==> src/rtl/cipher_stream_ctrl.sv <==
// cipher_stream_ctrl: per-message Caesar sequencer with a shared decrypt unit and an output FIFO
module cipher_stream_ctrl #(
    parameter int DEPTH = 4,
    parameter int MSG_MAX = 16,
    localparam int LW = $clog2(MSG_MAX + 1)
) (
    input  logic          clk,
    input  logic          rst,
    input  logic          i_start,
    input  logic          i_mode,
    input  logic [7:0]    i_key,
    input  logic [LW-1:0] i_len,
    input  logic          i_in_valid,
    input  logic [7:0]    i_in_data,
    output logic          o_in_ready,
    output logic          o_out_valid,
    output logic [7:0]    o_out_data,
    output logic          o_out_last,
    input  logic          i_out_ready,
    output logic          o_busy,
    output logic          o_done
);
    localparam int PW = $clog2(DEPTH);
    localparam int CW = $clog2(DEPTH + 1);

    typedef enum logic [1:0] {IDLE, RUN, DRAIN} state_t;

    state_t        r_state, w_state_nxt;
    logic          r_done, w_done_nxt;
    logic [7:0]    r_shift;
    logic [LW-1:0] r_rem;
    logic [8:0]    r_mem [DEPTH];
    logic [PW-1:0] r_wr_ptr, r_rd_ptr;
    logic [CW-1:0] r_cnt;
    logic          w_full, w_wr, w_rd;
    logic [8:0]    w_head;
    logic [7:0]    w_s26, w_s10;

    // Shifts backwards within the char's class (A-Z, a-z, 0-9); anything else passes through.
    function automatic logic [7:0] f_dec(input logic [7:0] c, input logic [7:0] s26,
                                         input logic [7:0] s10);
        logic [7:0] b, m, s, o;
        b = 8'd0;
        m = 8'd26;
        s = s26;
        if (c >= "A" && c <= "Z") b = "A";
        else if (c >= "a" && c <= "z") b = "a";
        else if (c >= "0" && c <= "9") begin
            b = "0";
            m = 8'd10;
            s = s10;
        end
        o = c - b;
        return (b == 8'd0) ? c : b + ((o >= s) ? o - s : o + m - s);
    endfunction

    assign w_s26       = r_shift % 8'd26;
    assign w_s10       = r_shift % 8'd10;
    assign w_full      = r_cnt == CW'(DEPTH);
    assign o_out_valid = r_cnt != '0;
    assign w_head      = r_mem[r_rd_ptr];
    assign o_out_data  = o_out_valid ? w_head[7:0] : 8'd0;
    assign o_out_last  = o_out_valid & w_head[8];
    assign w_wr        = i_in_valid & o_in_ready;
    assign w_rd        = o_out_valid & i_out_ready;
    assign o_busy      = r_state != IDLE;
    assign o_done      = r_done;

    // State register and the registered done pulse.
    always_ff @(posedge clk) begin
        if (rst) begin
            r_state <= IDLE;
            r_done  <= 1'b0;
        end else begin
            r_state <= w_state_nxt;
            r_done  <= w_done_nxt;
        end
    end

    // Next state, done request and input-side ready.
    always_comb begin
        w_state_nxt = r_state;
        w_done_nxt  = 1'b0;
        o_in_ready  = (r_state == RUN) && !w_full && (r_rem != '0);
        case (r_state)
            IDLE: if (i_start) begin
                if (i_len == '0) w_done_nxt = 1'b1;
                else w_state_nxt = RUN;
            end
            RUN: if (w_wr && r_rem == LW'(1)) w_state_nxt = DRAIN;
            DRAIN: if (w_rd && w_head[8]) begin
                w_state_nxt = IDLE;
                w_done_nxt  = 1'b1;
            end
            default: w_state_nxt = IDLE;
        endcase
    end

    // Per-message shift and remaining-char count; encrypt uses a shift congruent to -key.
    always_ff @(posedge clk) begin
        if (rst) begin
            r_shift <= 8'd0;
            r_rem   <= '0;
        end else if (r_state == IDLE && i_start) begin
            r_shift <= i_mode ? (8'd130 - (i_key % 8'd130)) % 8'd130 : i_key;
            r_rem   <= i_len;
        end else if (w_wr) begin
            r_rem   <= r_rem - LW'(1);
        end
    end

    // FIFO storage; stale entries are never visible since the head is gated by occupancy.
    always_ff @(posedge clk) begin
        if (w_wr) r_mem[r_wr_ptr] <= {r_rem == LW'(1), f_dec(i_in_data, w_s26, w_s10)};
    end

    // FIFO pointers and occupancy; concurrent read and write leave occupancy unchanged.
    always_ff @(posedge clk) begin
        if (rst) begin
            r_wr_ptr <= '0;
            r_rd_ptr <= '0;
            r_cnt    <= '0;
        end else begin
            if (w_wr) r_wr_ptr <= r_wr_ptr + 1'b1;
            if (w_rd) r_rd_ptr <= r_rd_ptr + 1'b1;
            r_cnt <= r_cnt + CW'(w_wr) - CW'(w_rd);
        end
    end
endmodule

==> config.mk <==
export PLATFORM = sky130hd
export DESIGN_NAME = cipher_stream_ctrl
export DESIGN_NICKNAME = d
export VERILOG_FILES = /design/src/rtl/cipher_stream_ctrl.sv
export SDC_FILE = /design/constraint.sdc
export NUM_CORES = 1
export LEC_CHECK = 0
export ABC_AREA = 1
export BUFFER_PORTS_ARGS = -buffer_cell sky130_fd_sc_hd__buf_2
export CAP_MARGIN = 0
export CELL_PAD_IN_SITES_DETAIL_PLACEMENT = 2
export CELL_PAD_IN_SITES_GLOBAL_PLACEMENT = 2
export CORE_MARGIN = 3
export CORE_UTILIZATION = 38
export DETAILED_ROUTE_END_ITERATION = 8
export GPL_TIMING_DRIVEN = 1
export MAX_ROUTING_LAYER = met4
export PLACE_DENSITY_LB_ADDON = 0.25
export SYNTH_ARGS = -nofsm -noshare
export SYNTH_HDL_FRONTEND = slang
export SYNTH_SLANG_ARGS = --single-unit
==> constraint.sdc <==
create_clock -name clk -period 8.49 [get_ports clk]
set_clock_uncertainty 0.15 [all_clocks]
set_input_delay 0.849 -clock clk [delete_from_list [all_inputs] [get_ports clk]]
set_output_delay 0.849 -clock clk [all_outputs]
set_load 0.01 [all_outputs]
After elaboration in Yosys (flattened, before gate mapping):

Memories as Yosys holds them, arrays and structs flattened. A register that Yosys moved wholly into a read port is not among the register bits.
Index checks and enable logic that the tools add are counted.

* bits in read-only memories: 0
* bits in writable memories: 36
* flip-flop bits (word level): 23
* memories: 1
* word-level logic and storage cells: 89
* latch bits: 0

* divide/modulo/power cells: 4
* reduce and logical (&&, ||, !) cells: 17
* eq/ne operators: 8
* multiply operators: 0
* shift-type cells: 0
* bitwise gates (word level): 3
* order comparisons: 7
* multiplexer cells: 31
* $add $sub $neg: 11

Memories
* r_mem: depth 4, width 9, rd ports 1, clocked after memory_dff 1, write ports 1, line 32 `logic [8:0] r_mem [DEPTH];`

Operators by type and width (number)
* $mux 8: 10
* $mux 5: 5
* $sub 8x8->8: 3
* $add 8x8->8: 2
* $ge 8x7->1 const B: 2
* $le 8x7->1 const B: 2
* $mod 8x8->8 const B: 2
* $mux 7: 2
* $mux 2: 6
* $ge 8x6->1 const B: 1
* $ge 8x8->1: 1
* $le 8x6->1 const B: 1
* $logic_and 1x1->1: 8
* $logic_not 8->1: 1
* $mod 8x4->8 const B: 1
* $mod 8x5->8 const B: 1
* $sub 8x8->8 const A: 1
* $mux 6: 1
* $ne 2x2->1 const B: 3
* $pmux 2 s3: 1
* $eq 5x1->1 const B: 1
* $logic_not 5->1: 1
* $mux 1: 5
* $reduce_bool 5->1: 1
* 15 further kinds: 19

Longest topological paths before layout:

Gate-level depths: netlist of run 1.

* word-level depth: 12
* depth in mapped cells: 46

Least setup slack after synthesis of run 1:

OpenSTA, ideal clock, no wires.

* path kind: register to register
* start point: reg r_shift[5]
* end point: mem r_mem[0][6] (data pin)
* period minus slack after synthesis: 5.274 ns
* buffers on the path: 1
* stages on the path, launching flop included: 41
* slack: 3.216 ns
* arrival time: 4.924 ns
* required time: 8.139 ns
* cells stage by stage: dfxtp_1 > inv_2 > ha_1 > nand2_1 > nand2_1 > nand2_1 > nand2_4 > a21oi_4 > nand3_4 > nand2_2 > nand2_1 > nand2_2 > nor2_1 > nand2_2 > nand3_4 > nand2_2 > nand2_2 > ha_1 > [5 not listed] > ha_1 > nand2_1 > o21ai_0 > nand2_1 > nand3_1 > buf_2 > xnor2_1 > inv_1 > ha_1 > inv_1 > nor2_1 > inv_1 > nor2_1 > and2_1 > o21ai_0 > nand2_1 > xor2_1 > o21ai_0

* cells in the longest elaborated chain, start to end: 9
* elaborated cells on any way between the ends: 12
* those cells by class: 3 x add/sub; 2 x div; 1 x order compare; 6 x mux

RTL lines
* start: declaration: line 30 `logic [7:0] r_shift;`
* start signal: assignment: line 105 `r_shift <= i_mode ? (8'd130 - (i_key % 8'd130)) % 8'd130 : i_key;`
* $mod 8x5->8 / $mod 8x4->8 (equally long branches): line 57, 58
* $mux 8: line 48 `else if (c >= "0" && c <= "9") begin`
* $mux 8: line 47 `else if (c >= "a" && c <= "z") b = "a";`
* $mux 8 *: line 46 `if (c >= "A" && c <= "Z") b = "A";`
* $mux 8 *: line 114 `if (w_wr) r_mem[r_wr_ptr] <= {r_rem == LW'(1), f_dec(i_in_data, w_s26, w_s10)};`
* $sub 8x8->8 / $ge 8x8->1 (equally long branches): line 54 `return (b == 8'd0) ? c : b + ((o >= s) ? o - s : o + m - s);`
* $mux 8 *: line 54
* $add 8x8->8 *: line 54
* $mux 8 *: line 54
* end: declaration: line 32

Mark *: on every way between the ends. The rest lies on a longest branch, timed or not. The select of a mux whose other input is x is not followed.

Worst setup path after layout of run 1:

* start point: reg r_shift[5]
* end point: mem r_mem[2][6] (data pin)

The elaborated chain is that of the path after synthesis.

==> results.cfg, run 1 <==
[place]
gp_congestion = 0.863
place_area_sq_mm = 0.00599
dp_cells = 1002
numPortBuffers = 39
place_ws_ps = 1950
hpwl_um = 14600

[worst_setup_path]
slowest_stage = fa_1
crit_fanout = 11
start_kind = flop
arrival_ps = 6660
cpPeakStageDelay_ps = 480
crit_type = flop to flop
crit_required_ps = 8410
worstSetupEndpointType = flop
path_common_cell = nand2_1

[synthesis]
synth_cells = 794
synth_most_common_cell = nand2_1
syn_area_sq_mm = 0.00563
synth_cell_types = 51
synth-main-ff-cell = edfxtp_1
yosys.area.top_type = edfxtp_1
synth_top_cell_area_share_pct = 19.2
syn_area_per_cell_sq_um = 7.09
synthArstFlopShare_pct = 0
synth_nets = 872
synth_warnings = 0
synth-seq-area-share_pct = 28.1
synth_edf_count = 36
synth_area_leaders = edfxtp_1, nand2_1, ha_1
synth.top_cells.by_count = nand2_1, inv_1, nor2_1
yosys_register_bits = 61

[drt]
drc = 0
wire_per_inst_um = 18.9
drt_wl_total_um = 19200
vias = 5489
avgViaCountPerCell = 5.39
firstDrtPassIters = 4
drt-initial-drc-count = 218
antenna_left = 0

[cts]
htreeDepth = 3
cts.sinks = 61
cts_made_buffers = 9
cts_setup_buffers = 0
cts-resized-gates = 0
cts.root.buffer_cell = clkbuf_16
clockBufferDepth = 2
clk_pin_slew_ps = 60
cts_tree = yes
ctsHoldBuffers = 0
insertion_delay_ps = 330

[cells_and_area]
antenna_cells = 0
fin_cells = 1018
drive_gt1_share_pct = 14.0
final_area_sq_mm = 0.00627
nNetsFinal = 911
areaGrowthSynthToFinish_pct = 11.4

[power]
powerDensity_mw_per_mm2 = 268
p_leak_nw = 2.99
ir_drop_uv = 96.4

[global_routing]
grt_overflow = 0
grt_max_degree = 22
grt_pass1_wl_um = 32200
antenna_found_initial = 0
grt_pass1_vias = 6243
grt_usage_pct = 25.1

[floorplan]
die_x_um = 128
die-area_sq_mm = 0.0163
initial_core_util_pct = 39.6
core-area_sq_mm = 0.0142
num_io_pins = 40
dieHeight_um = 128
row_count = 43

[min_path]
hp-class = flop to flop

[timing]
finalSetupViolations = 0
worst_pin_slew_ps = 1050
setup_tns_ps = 0
rsz0062_at_grt = no
fmax_mhz = 149
drv_slew = 0
finalWorstSetupSlack_ps = 1760
final-hold-violation-count = 0
period_share_pct = 79.3
period_minus_slack_ps = 6730
slew_headroom_pct = 29.7

[run]
max_cap_violations = 0

[run_status]
status = complete, no violations
## where the power goes
part	total, mW	switching, mW	internal, mW
registers	0.399	0.0345	0.365
logic	0.933	0.614	0.318
clock network	0.347	0.149	0.198
total	1.68	0.798	0.881
## per-layer routing
metal / global-route usage (%) / share of wire [%] / routed length, um
met4: 5.12 / 1.0 / 197
met3: 3.08 / 1.9 / 372
met2: 46.8 / 54 / 10400
met5: - / 0 / 0
met1: 28.8 / 43 / 8310
## kinds of logic after synthesis
logic type      share of synthesized area [%]
compound gates                           14.5
buf+inv                                  9.60
xor+xnor                                 5.76
flops                                    28.1
simple gates                             29.4
fa+ha+maj                                12.3
mux                                     0.356
## through the flow
stage | power (mW) | utilization (%) | hold WS [ps]
2_1_floorplan | 1.03 | - | 286
3_3_place_gp | 1.23 | 42.2 | 301
3_5_place_dp | 1.31 | 42.2 | 336
4_1_cts | 1.69 | 44.2 | 347
5_1_grt | 1.82 | 44.2 | 381
6_report | 1.68 | 44.2 | 348
## cells in the final DEF (no fill, tap or decap), types with 10 or more instances in the layout
cell type | netlist | routed
buf_2 | 1 | 39
xor2_1 | 29 | 29
inv_1 | 113 | 113
a21oi_1 | 61 | 61
dfxtp_1 | 25 | 25
nand3_1 | 42 | 42
nand4_1 | 14 | 14
o21ai_0 | 55 | 55
nand2_1 | 147 | 147
inv_2 | 10 | 10
nand2_2 | 23 | 23
nor2_1 | 97 | 97
ha_1 | 44 | 44
edfxtp_1 | 36 | 36
## sequential cells by signal, summed over array words and instances (netlist names), named ones only
signal    count
o_done        1
r_rd_ptr      2
r_wr_ptr      2
r_cnt         3
r_mem        36
r_state       2
r_rem         5
r_shift       8
## critical path: cells and delay by family, from the launching register on
| kind | cells | cell delay, ps |
|---|---|---|
| buffers and inverters | 7 | 610 |
| flip-flops | 1 | 460 |
| adder cells (fa/ha/maj) | 3 | 990 |
| XOR/XNOR | 2 | 360 |
| AND/OR/NAND/NOR | 21 | 2550 |
| AO/OA/AOI/OAI | 5 | 1340 |
## final cells by class
type                            instances  area [sq um]
Fill cell                            1720          7930
Multi-Input combinational cell        595          3510
Sequential cell                        61          1580
Inverter                              126           479
Clock buffer                            9           225
Tap cell                              180           225
Timing Repair Buffer                   40           203
Clock inverter                          7          51.3
## final timing paths
check / from / end / slack [ps] / cells past startpoint
min reg2reg: r_cnt[2]$_SDFF_PP0_ / r_cnt[2]$_SDFF_PP0_ / 350 / 1
min: r_cnt[2]$_SDFF_PP0_ / r_cnt[2]$_SDFF_PP0_ / 350 / 1
max: r_shift[5]$_SDFFE_PP0P_ / r_mem[2][6]$_DFFE_PP_ / 1760 / 38
max reg2reg: r_shift[5]$_SDFFE_PP0P_ / r_mem[2][6]$_DFFE_PP_ / 1760 / 38
Power figures use the tool's default switching activity.
==> run 2, diff against run 1 <==
- ABC_AREA: 1 -> 0
- CORE_UTILIZATION: 38 -> 39
- clock period: 8.49 -> 7.1 ns (I/O delays scaled with it)
==> run 2 against run 1 <==
  * Largest power group unchanged
  * Power up 21%
  * Non-clock buffer count up 19
  * Synthesized cell count down 16%
  * Clock power up 20%
  * Sequential share of layout area down 1.6 points
  * Die area up 2.2%
  * Critical endpoint is now r_mem[3][7]$_DFFE_PP_
  * Combinational power up 22%
  * Sequential power up 18%
  * Core utilization up 1.6 points
  * Register-to-register slack worse by 1400 ps
  * First-iteration DRC count up 14%
  * Global-route usage down 0.11 points
==> results.cfg, run 2 <==
[run_status]
status = complete, no violations

[cells_and_area]
final_common_cell = nor2_1
nFillCells = 1595
regMostFlops = r_mem
fin_cells = 893
final_area_sq_mm = 0.00672
drive_gt1_share_pct = 18.5
antenna_cells = 0
reg_top3 = r_mem: 36 flops, r_shift: 8 flops, r_rem: 5 flops
mostFrequentLayoutCells = nor2_1, inv_1, ha_1
nNetsFinal = 783
areaGrowthSynthToFinish_pct = 13.8
largest_register_ffs = 36

[synthesis]
synth_cells = 668
synth_edf_count = 36
syn_area_sq_mm = 0.00591
synth_nets = 746
yosys.area.top_type = edfxtp_1
synth_warnings = 0
syn_area_per_cell_sq_um = 8.85
synth_most_common_cell = nor2_1
synthArstFlopShare_pct = 0
synth-main-ff-cell = edfxtp_1
yosys_register_bits = 61
synth_cell_types = 87
synth-seq-area-share_pct = 26.8
synth_area_leaders = edfxtp_1, ha_1, dfxtp_1
synth.top_cells.by_count = nor2_1, inv_1, ha_1
synth_top_cell_area_share_pct = 18.3

[timing]
fmax_mhz = 149
period_share_pct = 94.8
holdWs_ps = 373
worst_pin_slew_ps = 779
drv_slew = 0
slew_headroom_pct = 48.1
period_minus_slack_ps = 6730
finalSetupViolations = 0
final-hold-violation-count = 0
finalWorstSetupSlack_ps = 370

[floorplan]
dieHeight_um = 129
row_count = 44
die-area_sq_mm = 0.0167
num_io_pins = 40
core-area_sq_mm = 0.0147
die_x_um = 129
initial_core_util_pct = 40.2

[power]
total_power_mw = 2.03
p_switching_uw = 866
p_seq_share_pct = 23.2
switching_share_pct = 42.7
powerDensity_mw_per_mm2 = 301
combPwrFrac_pct = 56.3
ir_drop_uv = 138
p_int_mw = 1.16
clock_power_share_pct = 20.6
p_leak_nw = 2.62

[worst_setup_path]
crit_type = flop to flop
crit_required_ps = 6980
startpoint = r_shift[6]$_SDFFE_PP0P_
r2r_start = r_shift[6]$_SDFFE_PP0P_
slowest_stage = dfxtp_4
arrival_ps = 6610
path_common_cell = a21oi_1
crit_fanout = 22
cpPeakStageDelay_ps = 480
start_kind = flop
worstSetupEndpointType = flop

[drt]
wire_per_inst_um = 22.7
antenna_left = 0
drt-initial-drc-count = 248
drc = 0
firstDrtPassIters = 4
avgViaCountPerCell = 6.09
vias = 5434
drt_wl_total_um = 20300

[cts]
cts.root.buffer_cell = clkbuf_16
cts_made_buffers = 9
clockBufferDepth = 2
cts.sinks = 61
insertion_delay_ps = 320
htreeDepth = 3
cts_tree = yes
clk_pin_slew_ps = 50
ctsHoldBuffers = 0

[global_routing]
grt_max_degree = 25
met1_usage_pct = 30.3
grt_overflow = 0
grt_usage_pct = 25.0
grt_pass1_wl_um = 32100
grt.busiest_layer = met2
grt_pass1_vias = 5796
antenna_found_initial = 0
met2_usage_pct = 44.0
gr-usage-met3_pct = 2.68

[run]
max_cap_violations = 0

[place]
place_area_sq_mm = 0.00627
numPortBuffers = 39
dp_cells = 871
gp_congestion = 0.911
hpwl_um = 14900
place_ws_ps = -543

[min_path]
hp-class = flop to flop
min_from = r_state[0]$_SDFFE_PP0P_
run 2: cell count changes in the layout (fill, tap and decap cells not counted), moves of 15 or more:
| cell | before | now |
|---|---|---|
| nor2_1 | 97 | 53 |
| a21oi_1 | 61 | 35 |
| buf_4 | 1 | 19 |
| and2_1 | 2 | 17 |
| o21ai_0 | 55 | 29 |
| inv_1 | 113 | 46 |
| xnor2_1 | 8 | 31 |
| nand2_1 | 147 | 39 |
| nand2_2 | 23 | 0 |
| nand3_1 | 42 | 19 |
run 2: timing repair:
action / in CTS / in global routing
hold endpoints to repair: 0 / 0
buffers inserted: 0 / 7
resized for setup: 4 / 22
endpoints found under the setup margin: 20 / 20
pin swaps: 0 / 4
run 2: final cells by class:
type	instances	area, sq um	share of cell area [%]
tap	184	230	3.42
sequential	61	1590	23.6
clock buffer	9	225	3.35
clock inverter	6	55.1	0.819
multi-input combinational	526	4100	60.9
timing repair buffer	59	349	5.19
inverter	48	180	2.68
run 2: cell families (layout without fill, tap and decap cells):
group                      count (synthesis)  count (layout)  share of synthesized area [%]
adders and majority gates                 51              51                           11.7
DFF                                       61              61                           26.8
buffers and inverters                     81             122                           5.74
and+or+nand+nor                          222             222                           20.0
AOI/OAI and AO/OA                        177             177                           22.0
muxes                                     28              28                           6.80
xor gates and xnor gates                  48              48                           7.11
run 2: final timing paths:
kind / slack (ps) / endpoint / cells after the start
setup reg to reg: 370 / r_mem[3][7]$_DFFE_PP_ / 28
setup / recovery: 370 / r_mem[3][7]$_DFFE_PP_ / 28
hold reg to reg: 370 / o_done$_SDFF_PP0_ / 1
hold / removal: 370 / o_done$_SDFF_PP0_ / 1
run 2: critical path: cells and delay by family, from the launching register on:
kind | cells | cell delay (ps)
flip-flops | 1 | 480
AND/OR/NAND/NOR | 9 | 1260
XOR/XNOR | 3 | 560
AO/OA/AOI/OAI | 12 | 2710
adder cells (fa/ha/maj) | 4 | 1250
run 2: power by group through the flow:
| stage | Combinational (mW) | Sequential, mW | Clock (mW) |
|---|---|---|---|
| 6_report | 1.14 | 0.470 | 0.417 |
| 5_1_grt | 1.24 | 0.478 | 0.438 |
| 4_1_cts | 1.10 | 0.470 | 0.420 |
| 3_5_place_dp | 1.05 | 0.475 | 0 |
| 3_3_place_gp | 0.978 | 0.470 | 0 |
| 2_1_floorplan | 0.777 | 0.438 | 0 |
run 2: stage by stage:
step           util, %  TNS [ps]
3_3_place_gp      42.7         0
3_5_place_dp      42.7     -5710
5_1_grt           45.7      -659
6_report          45.7         0
2_1_floorplan        -         0
4_1_cts           44.7         0
run 2: routing by layer:
metal  wire length (um)  vias to the layer above
li1                   -                     2546
met1               8600                     2745
met2              10800                      109
met3                422                       34
met4                493                        0
met5                  0                        -
==> run 3, diff against run 2 <==
- ABC_AREA: 0 -> 1
- CORE_UTILIZATION: 39 -> 35
==> run 3 against run 2 <==
  * Power is 1.4% lower
  * Setup slack better by 400 ps
  * Core utilization is 4.9 points lower
  * Via count is 0.29% lower
  * Final cell count is 17% higher
  * Sequential power is 2% higher
  * Critical endpoint is now r_mem[0][6]$_DFFE_PP_
  * Global-route usage is 3.8 points lower
  * Worst hold slack worse by 33 ps
  * Combinational power is 5% lower
  * Critical path depth is 13 higher
  * Non-clock buffer count is 20 lower
==> results.cfg, run 3 (synthesized netlist as in run 1, its figures left out) <==
[place]
numPortBuffers = 39
place_ws_ps = 678
hpwl_um = 13900
gp_congestion = 0.849

[cells_and_area]
areaGrowthSynthToFinish_pct = 12.5
nNetsFinal = 910
mostFrequentLayoutCells = nand2_1, inv_1, nor2_1
final_common_cell = nand2_1
drive_gt1_share_pct = 14.0
largest_register_ffs = 36
nFillCells = 1860
antenna_cells = 0
regMostFlops = r_mem
reg_top3 = r_mem: 36 flops, r_shift: 8 flops, r_rem: 5 flops

[drt]
firstDrtPassIters = 4
drc = 0
drt_wl_total_um = 17900
wire_per_inst_um = 17.1
antenna_left = 0
wl_met2_um = 9490
drt-met1-wl_um = 7810
vias = 5418
drt-initial-drc-count = 173
dr_wl_met3_um = 312
top_layer = met4
avgViaCountPerCell = 5.17

[floorplan]
num_io_pins = 40
core-area_sq_mm = 0.0155
row_count = 45
die-area_sq_mm = 0.0176
initial_core_util_pct = 36.3
dieHeight_um = 133
die_x_um = 133

[worst_setup_path]
crit_fanout = 11
slowest_stage = dfxtp_1
cpPeakStageDelay_ps = 490
rrSetupSlack_ps = 770
crit_type = flop to flop
start_kind = flop
crit_required_ps = 7070
worstSetupEndpointType = flop
path_common_cell = nand2_1
arrival_ps = 6310

[timing]
drv_slew = 0
finalWorstSetupSlack_ps = 767
slew_headroom_pct = 27.1
period_minus_slack_ps = 6330
worst_pin_slew_ps = 1090
fmax_mhz = 158
period_share_pct = 89.2
setup_tns_ps = 0
finalSetupViolations = 0
rsz0062_at_grt = no
final-hold-violation-count = 0

[min_path]
hp-class = flop to flop

[cts]
cts_tree = yes
htreeDepth = 3
clockBufferDepth = 2
cts.sinks = 61
cts_made_buffers = 9
cts.root.buffer_cell = clkbuf_16
clk_pin_slew_ps = 60
cts-resized-gates = 0
cts_setup_buffers = 0
ctsHoldBuffers = 0
insertion_delay_ps = 330

[power]
ir_drop_uv = 136
powerDensity_mw_per_mm2 = 316
p_leak_nw = 3.00

[global_routing]
grt_pass1_wl_um = 29800
grt_overflow = 0
grt_usage_pct = 21.1
antenna_found_initial = 0
grt_pass1_vias = 6076
grt_max_degree = 22

[run_status]
status = complete, no violations

[run]
max_cap_violations = 0
-- run 3: through the flow --
step	power (mW)	std cells	hold slack (ps)	instance area, sq um	util, %
floorplan	1.23	794	286	5630	-
global placement	1.47	1032	304	6030	38.9
detailed placement	1.54	1032	336	6030	38.9
CTS	2.01	1048	344	6330	40.9
global route	2.17	1048	366	6330	40.9
finish	2.00	1048	341	6330	40.9
-- run 3: routing by layer --
layer	track usage, %	vias to the layer above
met5	-	-
met2	39.9	57
met4	5.02	0
li1	-	2659
met1	23.6	2679
met3	2.28	23
-- run 3: where the power goes --
part	leakage [nW]	switching (mW)	internal (mW)
logic	2.33	0.704	0.373
clock network	0.146	0.170	0.273
registers	0.531	0.0426	0.436
-- run 3: worst max-delay path: cells and delay by family (launching register included) --
kind	cells	cell delay, ps
DFF	1	490
xor gates and xnor gates	2	380
adders and majority gates	4	970
buffers and inverters	5	460
AOI/OAI and AO/OA	5	1110
and+or+nand+nor	25	2590
-- run 3: layout make-up --
class,instances,area [sq um],share of cell area [%]
clock buffer,9,225,3.56
sequential,61,1580,25.0
inverter,126,479,7.57
timing repair buffer,39,195,3.08
multi-input combinational,595,3510,55.5
tap,211,264,4.17
clock inverter,7,73.8,1.17
-- run 3: worst paths after layout --
path / from / endpoint / cells past startpoint
setup reg to reg: r_shift[5]$_SDFFE_PP0P_ / r_mem[0][6]$_DFFE_PP_ / 41
setup / recovery: r_shift[5]$_SDFFE_PP0P_ / r_mem[0][6]$_DFFE_PP_ / 41
hold reg to reg: r_rem[1]$_SDFFE_PP0P_ / r_rem[1]$_SDFFE_PP0P_ / 2
hold / removal: r_rem[1]$_SDFFE_PP0P_ / r_rem[1]$_SDFFE_PP0P_ / 2
